--- src/rtl/ddr3_dfi_pkg.sv ---
// ddr3_dfi_pkg: shared definitions for the DDR3 DFI sequencer.
//   ddr3_cmd_e   - DDR3 command encodings as {ras_n, cas_n, we_n}
//   BURST_CYCLES - clock cycles per BL8 burst (two beats per cycle)
//   ODT_CYCLES   - length of the write ODT window
//   DELAY_DEPTH  - depth of the pulse delay lines
//   BLK_CNT_W    - width of the data-bus blocking counters
//   sat_dec()    - decrement that saturates at zero
package ddr3_dfi_pkg;

    typedef enum logic [2:0] {
        CMD_MRS = 3'b000,
        CMD_REF = 3'b001,
        CMD_PRE = 3'b010,
        CMD_ACT = 3'b011,
        CMD_WR  = 3'b100,
        CMD_RD  = 3'b101,
        CMD_ZQC = 3'b110,
        CMD_NOP = 3'b111
    } ddr3_cmd_e;

    localparam int BURST_CYCLES = 4;
    localparam int ODT_CYCLES   = 2 * BURST_CYCLES;
    localparam int DELAY_DEPTH  = 16;
    localparam int BLK_CNT_W    = 8;

    function automatic logic [BLK_CNT_W-1:0] sat_dec(input logic [BLK_CNT_W-1:0] v);
        return (v == '0) ? v : v - BLK_CNT_W'(1);
    endfunction

endpackage

--- src/rtl/ddr3_dfi_seq_if.sv ---
// ddr3_dfi_seq_if: upstream side of the DFI sequencer.
//   command channel : cmd_vld_i/cmd_rdy_o handshake, cmd_cmd_i {ras_n,cas_n,we_n},
//                     cmd_ba_i bank, cmd_adr_i address
//   write channel   : wr_vld_i/wr_rdy_o, wr_mask_i (1 = write byte), wr_data_i
//                     (two beats, low beat first)
//   read channel    : rd_vld_o, rd_last_o, rd_data_o
// master = memory controller, slave = ddr3_dfi_seq. Parameters must match the
// ones given to ddr3_dfi_seq.
interface ddr3_dfi_seq_if #(
    parameter int DDR3_WIDTH = 16,
    parameter int ADDR_BITS  = 14
);
    localparam int DDR3_MASKS = DDR3_WIDTH / 8;

    logic                      cmd_vld_i;
    logic                      cmd_rdy_o;
    logic [2:0]                cmd_cmd_i;
    logic [2:0]                cmd_ba_i;
    logic [ADDR_BITS-1:0]      cmd_adr_i;

    logic                      wr_vld_i;
    logic                      wr_rdy_o;
    logic [2*DDR3_MASKS-1:0]   wr_mask_i;
    logic [2*DDR3_WIDTH-1:0]   wr_data_i;

    logic                      rd_vld_o;
    logic                      rd_last_o;
    logic [2*DDR3_WIDTH-1:0]   rd_data_o;

    modport master (
        output cmd_vld_i, cmd_cmd_i, cmd_ba_i, cmd_adr_i,
        output wr_vld_i, wr_mask_i, wr_data_i,
        input  cmd_rdy_o, wr_rdy_o, rd_vld_o, rd_last_o, rd_data_o
    );

    modport slave (
        input  cmd_vld_i, cmd_cmd_i, cmd_ba_i, cmd_adr_i,
        input  wr_vld_i, wr_mask_i, wr_data_i,
        output cmd_rdy_o, wr_rdy_o, rd_vld_o, rd_last_o, rd_data_o
    );

endinterface

--- src/rtl/ddr3_dfi_delay.sv ---
// ddr3_dfi_delay: pulse delay line with stretch.
//   clock, reset : system clock, synchronous active-high reset
//   pulse_i      : one-cycle pulse, registered into the line
//   pulse_o      : high from TAP cycles after the line captures pulse_i,
//                  for LEN cycles; overlapping pulses merge
// TAP must be 0..DELAY_DEPTH-1, LEN at least 1.
module ddr3_dfi_delay
    import ddr3_dfi_pkg::*;
#(
    parameter int TAP = 0,
    parameter int LEN = 1
) (
    input  logic clock,
    input  logic reset,
    input  logic pulse_i,
    output logic pulse_o
);
    localparam int CNT_W = $clog2(LEN + 1);

    logic [DELAY_DEPTH-1:0] line_q, line_d;
    logic [CNT_W-1:0]       hold_q, hold_d;

    // NOTE: every signal assigned here gets a value on every path, so no latch is inferred.
    always_comb begin
        line_d = {line_q[DELAY_DEPTH-2:0], pulse_i};
        hold_d = '0;
        // The tap starts the pulse; hold keeps it up for the remaining LEN-1 cycles.
        if (line_q[TAP]) begin
            hold_d = CNT_W'(LEN - 1);
        end else if (hold_q != '0) begin
            hold_d = hold_q - CNT_W'(1);
        end
    end

    // NOTE: the delay line is reset like any other flop so a reset mid-burst kills pending pulses.
    // NOTE: sequential state uses non-blocking assignments only.
    always_ff @(posedge clock) begin
        if (reset) begin
            line_q <= '0;
            hold_q <= '0;
        end else begin
            line_q <= line_d;
            hold_q <= hold_d;
        end
    end

    assign pulse_o = line_q[TAP] | (hold_q != '0);

endmodule

--- src/rtl/ddr3_dfi_seq.sv ---
// ddr3_dfi_seq: DFI initiator for the GW2A DDR3 PHY.
//   clock, reset      : DDR3 CK-rate clock, synchronous active-high reset
//   ctl_cke_i/rst_ni  : CKE / RESET# requests, registered onto the DFI
//   up                : upstream command, write-data and read-data channels
//   dfi_*_o           : registered command bus, write strobe/enable, mask and
//                       data (combinational from the write channel), read enable
//   dfi_rvld_i/last_i/data_i : read return, passed straight upstream
//   err_o             : sticky write underrun or unexpected read data
// Only data-bus spacing is enforced here: tCCD, write->read, read->write.
// Optional: define DDR3_DFI_ODT_EN to drive dfi_odt_o around each write.
module ddr3_dfi_seq
    import ddr3_dfi_pkg::*;
#(
    parameter int  DDR3_WIDTH = 16,
    parameter int  ADDR_BITS  = 14,
    parameter int  WR_LATENCY = 5,
    parameter int  RD_LATENCY = 6,
    parameter int  WTR_CYCLES = 13,
    parameter int  RTW_CYCLES = 7,
    localparam int DDR3_MASKS = DDR3_WIDTH / 8
) (
    input  logic                    clock,
    input  logic                    reset,
    input  logic                    ctl_cke_i,
    input  logic                    ctl_rst_ni,
    ddr3_dfi_seq_if.slave           up,
    output logic                    err_o,
    output logic                    dfi_cke_o,
    output logic                    dfi_rst_no,
    output logic                    dfi_cs_no,
    output logic                    dfi_ras_no,
    output logic                    dfi_cas_no,
    output logic                    dfi_we_no,
    output logic                    dfi_odt_o,
    output logic [2:0]              dfi_bank_o,
    output logic [ADDR_BITS-1:0]    dfi_addr_o,
    output logic                    dfi_wstb_o,
    output logic                    dfi_wren_o,
    output logic [2*DDR3_MASKS-1:0] dfi_mask_o,
    output logic [2*DDR3_WIDTH-1:0] dfi_data_o,
    output logic                    dfi_rden_o,
    input  logic                    dfi_rvld_i,
    input  logic                    dfi_last_i,
    input  logic [2*DDR3_WIDTH-1:0] dfi_data_i
);
    ddr3_cmd_e cmd_in;
    logic      is_rd, is_wr, cmd_rdy, accept, rd_issue, wr_issue, underrun, stray_rd;

    logic                 cke_q, cke_d, rst_n_q, rst_n_d, cs_n_q, cs_n_d, err_q, err_d;
    logic [2:0]           cmd_q, cmd_d, bank_q, bank_d;
    logic [ADDR_BITS-1:0] addr_q, addr_d;
    logic [BLK_CNT_W-1:0] ccd_q, ccd_d, wtr_q, wtr_d, rtw_q, rtw_d;
    logic [3:0]           rd_out_q, rd_out_d;

    assign cmd_in = ddr3_cmd_e'(up.cmd_cmd_i);
    assign is_rd  = (cmd_in == CMD_RD);
    assign is_wr  = (cmd_in == CMD_WR);

    // A counter value of 1 expires during this cycle, so it no longer blocks.
    assign cmd_rdy = !reset &&
        !(is_rd && ((ccd_q > BLK_CNT_W'(1)) || (wtr_q > BLK_CNT_W'(1)))) &&
        !(is_wr && ((ccd_q > BLK_CNT_W'(1)) || (rtw_q > BLK_CNT_W'(1))));
    assign accept   = up.cmd_vld_i && cmd_rdy;
    assign rd_issue = accept && is_rd;
    assign wr_issue = accept && is_wr;
    assign underrun = dfi_wren_o && !up.wr_vld_i;
    assign stray_rd = dfi_rvld_i && (rd_out_q == '0);

    always_comb begin
        cke_d    = ctl_cke_i;
        rst_n_d  = ctl_rst_ni;
        cs_n_d   = 1'b0;
        cmd_d    = CMD_NOP;
        bank_d   = bank_q;
        addr_d   = addr_q;
        ccd_d    = sat_dec(ccd_q);
        wtr_d    = sat_dec(wtr_q);
        rtw_d    = sat_dec(rtw_q);
        rd_out_d = rd_out_q;
        err_d    = err_q | underrun | stray_rd;
        if (accept) begin
            cmd_d  = up.cmd_cmd_i;
            bank_d = up.cmd_ba_i;
            addr_d = up.cmd_adr_i;
        end
        if (rd_issue) begin
            ccd_d = BLK_CNT_W'(BURST_CYCLES);
            rtw_d = BLK_CNT_W'(RTW_CYCLES);
        end
        if (wr_issue) begin
            ccd_d = BLK_CNT_W'(BURST_CYCLES);
            wtr_d = BLK_CNT_W'(WTR_CYCLES);
        end
        // Issue and completion in the same cycle cancel out.
        if (rd_issue && !dfi_last_i) begin
            rd_out_d = rd_out_q + 4'd1;
        end else if (!rd_issue && dfi_last_i && (rd_out_q != '0)) begin
            rd_out_d = rd_out_q - 4'd1;
        end
    end

    always_ff @(posedge clock) begin
        if (reset) begin
            cke_q    <= 1'b0;
            rst_n_q  <= 1'b0;
            cs_n_q   <= 1'b1;
            cmd_q    <= CMD_NOP;
            bank_q   <= '0;
            addr_q   <= '0;
            ccd_q    <= '0;
            wtr_q    <= '0;
            rtw_q    <= '0;
            rd_out_q <= '0;
            err_q    <= 1'b0;
        end else begin
            cke_q    <= cke_d;
            rst_n_q  <= rst_n_d;
            cs_n_q   <= cs_n_d;
            cmd_q    <= cmd_d;
            bank_q   <= bank_d;
            addr_q   <= addr_d;
            ccd_q    <= ccd_d;
            wtr_q    <= wtr_d;
            rtw_q    <= rtw_d;
            rd_out_q <= rd_out_d;
            err_q    <= err_d;
        end
    end

    // Delay lines are fed in the accept cycle; tap 0 lines up with the
    // command appearing on the DFI bus one cycle later.
    ddr3_dfi_delay #(.TAP(WR_LATENCY - 1), .LEN(1)) u_wstb (
        .clock(clock), .reset(reset), .pulse_i(wr_issue), .pulse_o(dfi_wstb_o)
    );
    ddr3_dfi_delay #(.TAP(WR_LATENCY), .LEN(BURST_CYCLES)) u_wren (
        .clock(clock), .reset(reset), .pulse_i(wr_issue), .pulse_o(dfi_wren_o)
    );
    ddr3_dfi_delay #(.TAP(RD_LATENCY), .LEN(BURST_CYCLES)) u_rden (
        .clock(clock), .reset(reset), .pulse_i(rd_issue), .pulse_o(dfi_rden_o)
    );
`ifdef DDR3_DFI_ODT_EN
    ddr3_dfi_delay #(.TAP(WR_LATENCY - 2), .LEN(ODT_CYCLES)) u_odt (
        .clock(clock), .reset(reset), .pulse_i(wr_issue), .pulse_o(dfi_odt_o)
    );
`else
    assign dfi_odt_o = 1'b0;
`endif

    assign dfi_cke_o  = cke_q;
    assign dfi_rst_no = rst_n_q;
    assign dfi_cs_no  = cs_n_q;
    assign dfi_ras_no = cmd_q[2];
    assign dfi_cas_no = cmd_q[1];
    assign dfi_we_no  = cmd_q[0];
    assign dfi_bank_o = bank_q;
    assign dfi_addr_o = addr_q;
    assign err_o      = err_q;

    // An underrun beat is written with all bytes masked off.
    assign dfi_mask_o = underrun ? '0 : up.wr_mask_i;
    assign dfi_data_o = up.wr_data_i;

    assign up.cmd_rdy_o = cmd_rdy;
    assign up.wr_rdy_o  = dfi_wren_o;
    assign up.rd_vld_o  = dfi_rvld_i;
    assign up.rd_last_o = dfi_last_i;
    assign up.rd_data_o = dfi_data_i;

endmodule

--- src/flat_wrapper.sv ---
// flat-port wrapper written by rule: the top's interface ports become plain ports
module ddr3_dfi_seq_flat import ddr3_dfi_pkg::*;
#(
    parameter int  DDR3_WIDTH = 16,
    parameter int  ADDR_BITS  = 14,
    parameter int  WR_LATENCY = 5,
    parameter int  RD_LATENCY = 6,
    parameter int  WTR_CYCLES = 13,
    parameter int  RTW_CYCLES = 7,
    localparam int DDR3_MASKS = DDR3_WIDTH / 8
)
  (clock, reset, ctl_cke_i, ctl_rst_ni, err_o, dfi_cke_o, dfi_rst_no, dfi_cs_no, dfi_ras_no, dfi_cas_no, dfi_we_no, dfi_odt_o, dfi_bank_o, dfi_addr_o, dfi_wstb_o, dfi_wren_o, dfi_mask_o, dfi_data_o, dfi_rden_o, dfi_rvld_i, dfi_last_i, dfi_data_i, up_cmd_vld_i, up_cmd_cmd_i, up_cmd_ba_i, up_cmd_adr_i, up_wr_vld_i, up_wr_mask_i, up_wr_data_i, up_cmd_rdy_o, up_wr_rdy_o, up_rd_vld_o, up_rd_last_o, up_rd_data_o);
  ddr3_dfi_seq_if #(.DDR3_WIDTH(DDR3_WIDTH), .ADDR_BITS(ADDR_BITS)) up_i ();
  input  logic clock;
  input  logic reset;
  input  logic ctl_cke_i;
  input  logic ctl_rst_ni;
  output logic err_o;
  output logic dfi_cke_o;
  output logic dfi_rst_no;
  output logic dfi_cs_no;
  output logic dfi_ras_no;
  output logic dfi_cas_no;
  output logic dfi_we_no;
  output logic dfi_odt_o;
  output logic [2:0] dfi_bank_o;
  output logic [ADDR_BITS-1:0] dfi_addr_o;
  output logic dfi_wstb_o;
  output logic dfi_wren_o;
  output logic [2*DDR3_MASKS-1:0] dfi_mask_o;
  output logic [2*DDR3_WIDTH-1:0] dfi_data_o;
  output logic dfi_rden_o;
  input  logic dfi_rvld_i;
  input  logic dfi_last_i;
  input  logic [2*DDR3_WIDTH-1:0] dfi_data_i;
  input wire logic [$bits(up_i.cmd_vld_i)-1:0] up_cmd_vld_i;
  input wire logic [$bits(up_i.cmd_cmd_i)-1:0] up_cmd_cmd_i;
  input wire logic [$bits(up_i.cmd_ba_i)-1:0] up_cmd_ba_i;
  input wire logic [$bits(up_i.cmd_adr_i)-1:0] up_cmd_adr_i;
  input wire logic [$bits(up_i.wr_vld_i)-1:0] up_wr_vld_i;
  input wire logic [$bits(up_i.wr_mask_i)-1:0] up_wr_mask_i;
  input wire logic [$bits(up_i.wr_data_i)-1:0] up_wr_data_i;
  output wire logic [$bits(up_i.cmd_rdy_o)-1:0] up_cmd_rdy_o;
  output wire logic [$bits(up_i.wr_rdy_o)-1:0] up_wr_rdy_o;
  output wire logic [$bits(up_i.rd_vld_o)-1:0] up_rd_vld_o;
  output wire logic [$bits(up_i.rd_last_o)-1:0] up_rd_last_o;
  output wire logic [$bits(up_i.rd_data_o)-1:0] up_rd_data_o;
  assign up_i.cmd_vld_i = up_cmd_vld_i;
  assign up_i.cmd_cmd_i = up_cmd_cmd_i;
  assign up_i.cmd_ba_i = up_cmd_ba_i;
  assign up_i.cmd_adr_i = up_cmd_adr_i;
  assign up_i.wr_vld_i = up_wr_vld_i;
  assign up_i.wr_mask_i = up_wr_mask_i;
  assign up_i.wr_data_i = up_wr_data_i;
  assign up_cmd_rdy_o = up_i.cmd_rdy_o;
  assign up_wr_rdy_o = up_i.wr_rdy_o;
  assign up_rd_vld_o = up_i.rd_vld_o;
  assign up_rd_last_o = up_i.rd_last_o;
  assign up_rd_data_o = up_i.rd_data_o;
  ddr3_dfi_seq #(.DDR3_WIDTH(DDR3_WIDTH), .ADDR_BITS(ADDR_BITS), .WR_LATENCY(WR_LATENCY), .RD_LATENCY(RD_LATENCY), .WTR_CYCLES(WTR_CYCLES), .RTW_CYCLES(RTW_CYCLES)) u_core (.clock(clock), .reset(reset), .ctl_cke_i(ctl_cke_i), .ctl_rst_ni(ctl_rst_ni), .up(up_i), .err_o(err_o), .dfi_cke_o(dfi_cke_o), .dfi_rst_no(dfi_rst_no), .dfi_cs_no(dfi_cs_no), .dfi_ras_no(dfi_ras_no), .dfi_cas_no(dfi_cas_no), .dfi_we_no(dfi_we_no), .dfi_odt_o(dfi_odt_o), .dfi_bank_o(dfi_bank_o), .dfi_addr_o(dfi_addr_o), .dfi_wstb_o(dfi_wstb_o), .dfi_wren_o(dfi_wren_o), .dfi_mask_o(dfi_mask_o), .dfi_data_o(dfi_data_o), .dfi_rden_o(dfi_rden_o), .dfi_rvld_i(dfi_rvld_i), .dfi_last_i(dfi_last_i), .dfi_data_i(dfi_data_i));
endmodule
--- config.mk ---
export PLATFORM = sky130hd
export DESIGN_NAME = ddr3_dfi_seq_flat
export DESIGN_NICKNAME = d
export VERILOG_FILES = /design/src/rtl/ddr3_dfi_pkg.sv /design/src/rtl/ddr3_dfi_seq_if.sv /design/src/rtl/ddr3_dfi_delay.sv /design/src/rtl/ddr3_dfi_seq.sv /design/src/flat_wrapper.sv
export SDC_FILE = /design/constraint.sdc
export NUM_CORES = 1
export LEC_CHECK = 0
export ABC_AREA = 1
export ABC_CLOCK_PERIOD_IN_PS = 4420
export CAP_MARGIN = 0
export CORE_ASPECT_RATIO = 1.4
export CORE_UTILIZATION = 42
export DETAILED_ROUTE_END_ITERATION = 6
export PLACE_DENSITY = 0.86
export SYNTH_ARGS = -nofsm -noshare
export SYNTH_HDL_FRONTEND = slang
export SYNTH_SLANG_ARGS = --single-unit
--- constraint.sdc ---
create_clock -name clock -period 4.42 [get_ports clock]
set_input_delay 0.663 -clock clock [delete_from_list [all_inputs] [get_ports clock]]
set_output_delay 0.663 -clock clock [all_outputs]
set_load 0.005 [all_outputs]
==> out/summary.md <==
The clock period could shrink to 3.02 ns. In this run the core area contains 39 standard-cell rows. Before CTS, the worst setup slack after placement is 1.32 ns. Summed over all cells, the static leakage comes to 0.00176 uW. The largest total area in the synthesized netlist belongs to sky130_fd_sc_hd__dfxtp_1. Across every metal layer, demand over resource in global routing totals 17.2%. The setup check on the worst reg-to-reg path leaves a slack of 1.53 ns. In this run the worst path has a maximum fanout of 29. Net switching is 36.8% of the power. TritonCTS built the clock tree. The number of detailed-route iterations in the first pass is 4, and the maximum number of pins on one net before global-route repair is 30. The worst pin sits at a relative slew slack of 61.1%. Synthesis produced 454 cells. The total number of vias was 2682; the share of the synthesized area in the top cell type was 40.4%.

The kind of end point of the critical path is an output port. The total inserted antenna cells is 0. The die covers 8860 um^2.

After clock tree synthesis, the flow added hold-fix buffers numbering 0. Counting flops with a built-in enable in the synthesized netlist gives 0. The area of the core was 8200 um^2; the clock-pin slew on the worst setup and hold paths was 0.06 ns.

Cell area after synthesis: 3560 um^2. The setup TNS came out at 0 ns. The tools report the number of violations of the max-capacitance limit as 0. The number of library cell types mapped by synthesis is 37. For this run, the leading register cell type out of synthesis is sky130_fd_sc_hd__dfxtp_1.

The share of power burned in the clock network is 27.5%, and the H-tree depth reported by CTS is 3. By startpoint and endpoint, the worst setup path is classified as primary input to output port. After the last flow step, the layout net total stands at 567. The average via count per standard cell was 4.76; the setup fix buffers added after clock tree synthesis was 0.

Between clock sinks in the finished design, the worst skew comes to 0.00741 ns. Across the VDD grid, the largest voltage drop is 0.000354 V. The arrival time at the worst endpoint was 2.35 ns.

The number of clock sinks was 72. Cells with a size suffix above 1 make up 8.01% of the layout. The flop and latch count out of synthesis was 72; the biggest cell delay along the critical path was 0.50 ns. For the insertion delay to the later sink of the worst-skew pair, the log shows 0.34 ns. In the final routed layout, each cell accounts on average for 12.3 um. The power per standard cell area was 621 nW/um^2. The initial antenna violation count came out at 0. The number of standard cells in the final layout excluding fillers was 564. In the post-synthesis netlist, the biggest area contributors are sky130_fd_sc_hd__dfxtp_1 40%, sky130_fd_sc_hd__buf_4 14%, sky130_fd_sc_hd__nor2_1 9.2%.

The post-detailed-routing wire length is 6940 um. Counting tap cells, the placed design contains a total of 548 instances. Counting along the longest clock path gives a buffer depth of 2. Once detail routing completed, the nets flagged for antenna violations numbered 0.

First-iteration detailed-routing DRC count: 122. At the worst endpoint, the required time is 3.76 ns. The floorplan die width was 79.9 um; the maximum clock frequency was 332 MHz. After layout, the worst setup slack is 1.40 ns.

The async set-or-reset flop fraction in the synthesized netlist was 0%. The flow ran to the end, and the final reports show no timing, DRC or antenna violations. The residual overflow from global routing came out at 0. The library cell used most frequently in the layout, excluding fill and tap cells, is sky130_fd_sc_hd__nor2_1. For this design the top-level I/O count stands at 196. For this run, design rule violations remaining after detail routing come to 0. Once the floorplan was initialized, standard cells occupied 43.5% of the core. Setup repair after global routing left no endpoint under its margin. Cell internal power was estimated by the tool at 1610 uW. Leaving out fill and tap cells, the most frequent cells in the layout are 87 x sky130_fd_sc_hd__nor2_1, 72 x sky130_fd_sc_hd__dfxtp_1, 66 x sky130_fd_sc_hd__clkdlybuf4s50_1. Number of buffers created by CTS: 9. The count of buffers added on input and output ports is 66.

The post-route worst hold slack is 0.408 ns, and the sequential share of power is 35.4%. The root buffer cell chosen for the clock tree is sky130_fd_sc_hd__clkbuf_16. The run gives 2745 as the via count of the first global-routing pass. The tools report the type of element launching the critical path as a primary input. The tools report the cell area after placement as 3810 um^2. The count of final max-slew check failures is 0. The classification of the worst-slack hold path is flip-flop to flip-flop. In this run, post-CTS repair resized a total of 0 instances. The number of endpoints failing setup at the final stage was 0. The floorplan die height is 111 um.

On the critical path, the stage with the largest delay is an instance of sky130_fd_sc_hd__clkdlybuf4s50_1. The logs give 0.813 for the final weighted congestion of routability-driven global placement and 939 uW for the net switching power of the design. Sequential elements use 40.4% of the synthesized area. The count of warnings emitted by yosys was 0. Walking the worst path, the cells encountered are clkdlybuf4s50_1 > buf_4 > inv_1 > buf_4 > nand3_2 > inv_1 > clkdlybuf4s50_1. The number of hold violations in the final report was 0; the combinational share of power was 37.1%. The global-route wire length before repair was 11800 um; the final standard cell area without fillers was 4110 um^2.

The per-instance average area after synthesis was 7.85 um^2; the measured slew at the worst slew-check pin was 0.579 ns. The ratio of final minimum period to clock period came out at 68.2%. Summed over all nets, the half-perimeter wirelength after detailed placement is 5150 um.

From synthesis to final layout, the design area changed by 15.2%.
==> cell families after synthesis <==
| group | count (synthesis) | share of synthesized area (%) |
|---|---|---|
| compound gates | 49 | 7.51 |
| mux | 1 | 0.316 |
| simple gates | 175 | 22.0 |
| other cells | 1 | 0.105 |
| buf+inv | 129 | 21.3 |
| xor+xnor | 13 | 3.19 |
| fa+ha+maj | 14 | 5.12 |
| flops | 72 | 40.4 |
==> synth_stat cells (2+ instances only) <==
master and instances:
sky130_fd_sc_hd__a21oi_1 17, sky130_fd_sc_hd__ha_1 13, sky130_fd_sc_hd__clkbuf_1 4, sky130_fd_sc_hd__nor2_1 87, sky130_fd_sc_hd__nor4_1 3, sky130_fd_sc_hd__xor2_1 8, sky130_fd_sc_hd__nor2_2 5, sky130_fd_sc_hd__buf_4 68
sky130_fd_sc_hd__nand3_2 2, sky130_fd_sc_hd__buf_6 2, sky130_fd_sc_hd__nor3_1 7, sky130_fd_sc_hd__o21ai_0 25, sky130_fd_sc_hd__nand3b_1 2, sky130_fd_sc_hd__inv_1 51, sky130_fd_sc_hd__nand4_1 5, sky130_fd_sc_hd__buf_2 2
sky130_fd_sc_hd__nand3_1 9, sky130_fd_sc_hd__or2_2 4, sky130_fd_sc_hd__nand2_1 45, sky130_fd_sc_hd__dfxtp_1 72, sky130_fd_sc_hd__xnor2_1 5, sky130_fd_sc_hd__a211oi_1 3
==> critical path, delay by kind of cell <==
family	cells	cell delay (ns)
AND/OR/NAND/NOR	1	0.14
buffers and inverters	6	1.54
==> metrics by stage <==
step	power, uW	utilization [%]
6_report	2550	50.1
5_1_grt	2770	50.1
4_1_cts	2570	50.1
3_5_place_dp	1850	46.5
3_3_place_gp	1790	46.5
2_1_floorplan	1630	-
==> area by class of cell <==
type	count	area (um^2)
clock buffer	9	225
clock inverter	7	71.3
fill	766	4090
inverter	52	196
multi-input combinational	254	1370
sequential	72	1440
tap	102	128
timing repair buffer	68	676
==> final timing paths <==
| path | start | end | cells past startpoint |
|---|---|---|---|
| worst max-delay path | reset | up_cmd_rdy_o | 7 |
| worst min-delay path | u_core.u_rden.line_q[0]$_SDFF_PP0_ | u_core.u_rden.line_q[1]$_SDFF_PP0_ | 2 |
| worst max register to register | u_core.rtw_q[0]$_SDFFE_PP0P_ | u_core.rd_out_q[3]$_SDFFE_PP0P_ | 20 |
| worst min register to register | u_core.u_rden.line_q[0]$_SDFF_PP0_ | u_core.u_rden.line_q[1]$_SDFF_PP0_ | 2 |
==> sequential cells by signal, summed over array words and instances (netlist names), 3 cells and up <==
register	cells
u_core.dfi_bank_o	3
u_core.dfi_addr_o	14
u_core.rd_out_q	4
u_core.cmd_q	3
u_core.ccd_q	8
u_core.u_rden.line_q	7
u_core.wtr_q	8
u_core.u_wren.line_q	6
u_core.u_rden.hold_q	3
u_core.rtw_q	8
u_core.u_wren.hold_q	3
==> power by group through the flow <==
stage / sequential, uW / clock (uW) / combinational [uW]
global placement: 903 / 0 / 887
CTS: 902 / 718 / 952
global route: 922 / 752 / 1090
detailed placement: 913 / 0 / 939
floorplan: 889 / 0 / 737
finish: 904 / 703 / 946
==> per-layer routing <==
layer / part of all wire, % / global-route usage, % / routed length, um / vias to the layer above
met1: 37 / 17.1 / 2580 / 1197
met4: 6.3 / 13.3 / 438 / 0
met3: 6.4 / 4.86 / 447 / 51
met2: 50 / 29.2 / 3470 / 79
met5: 0 / 0 / 0 / -
li1: - / - / - / 1355
Note: power is estimated with default switching activity, not from simulation.
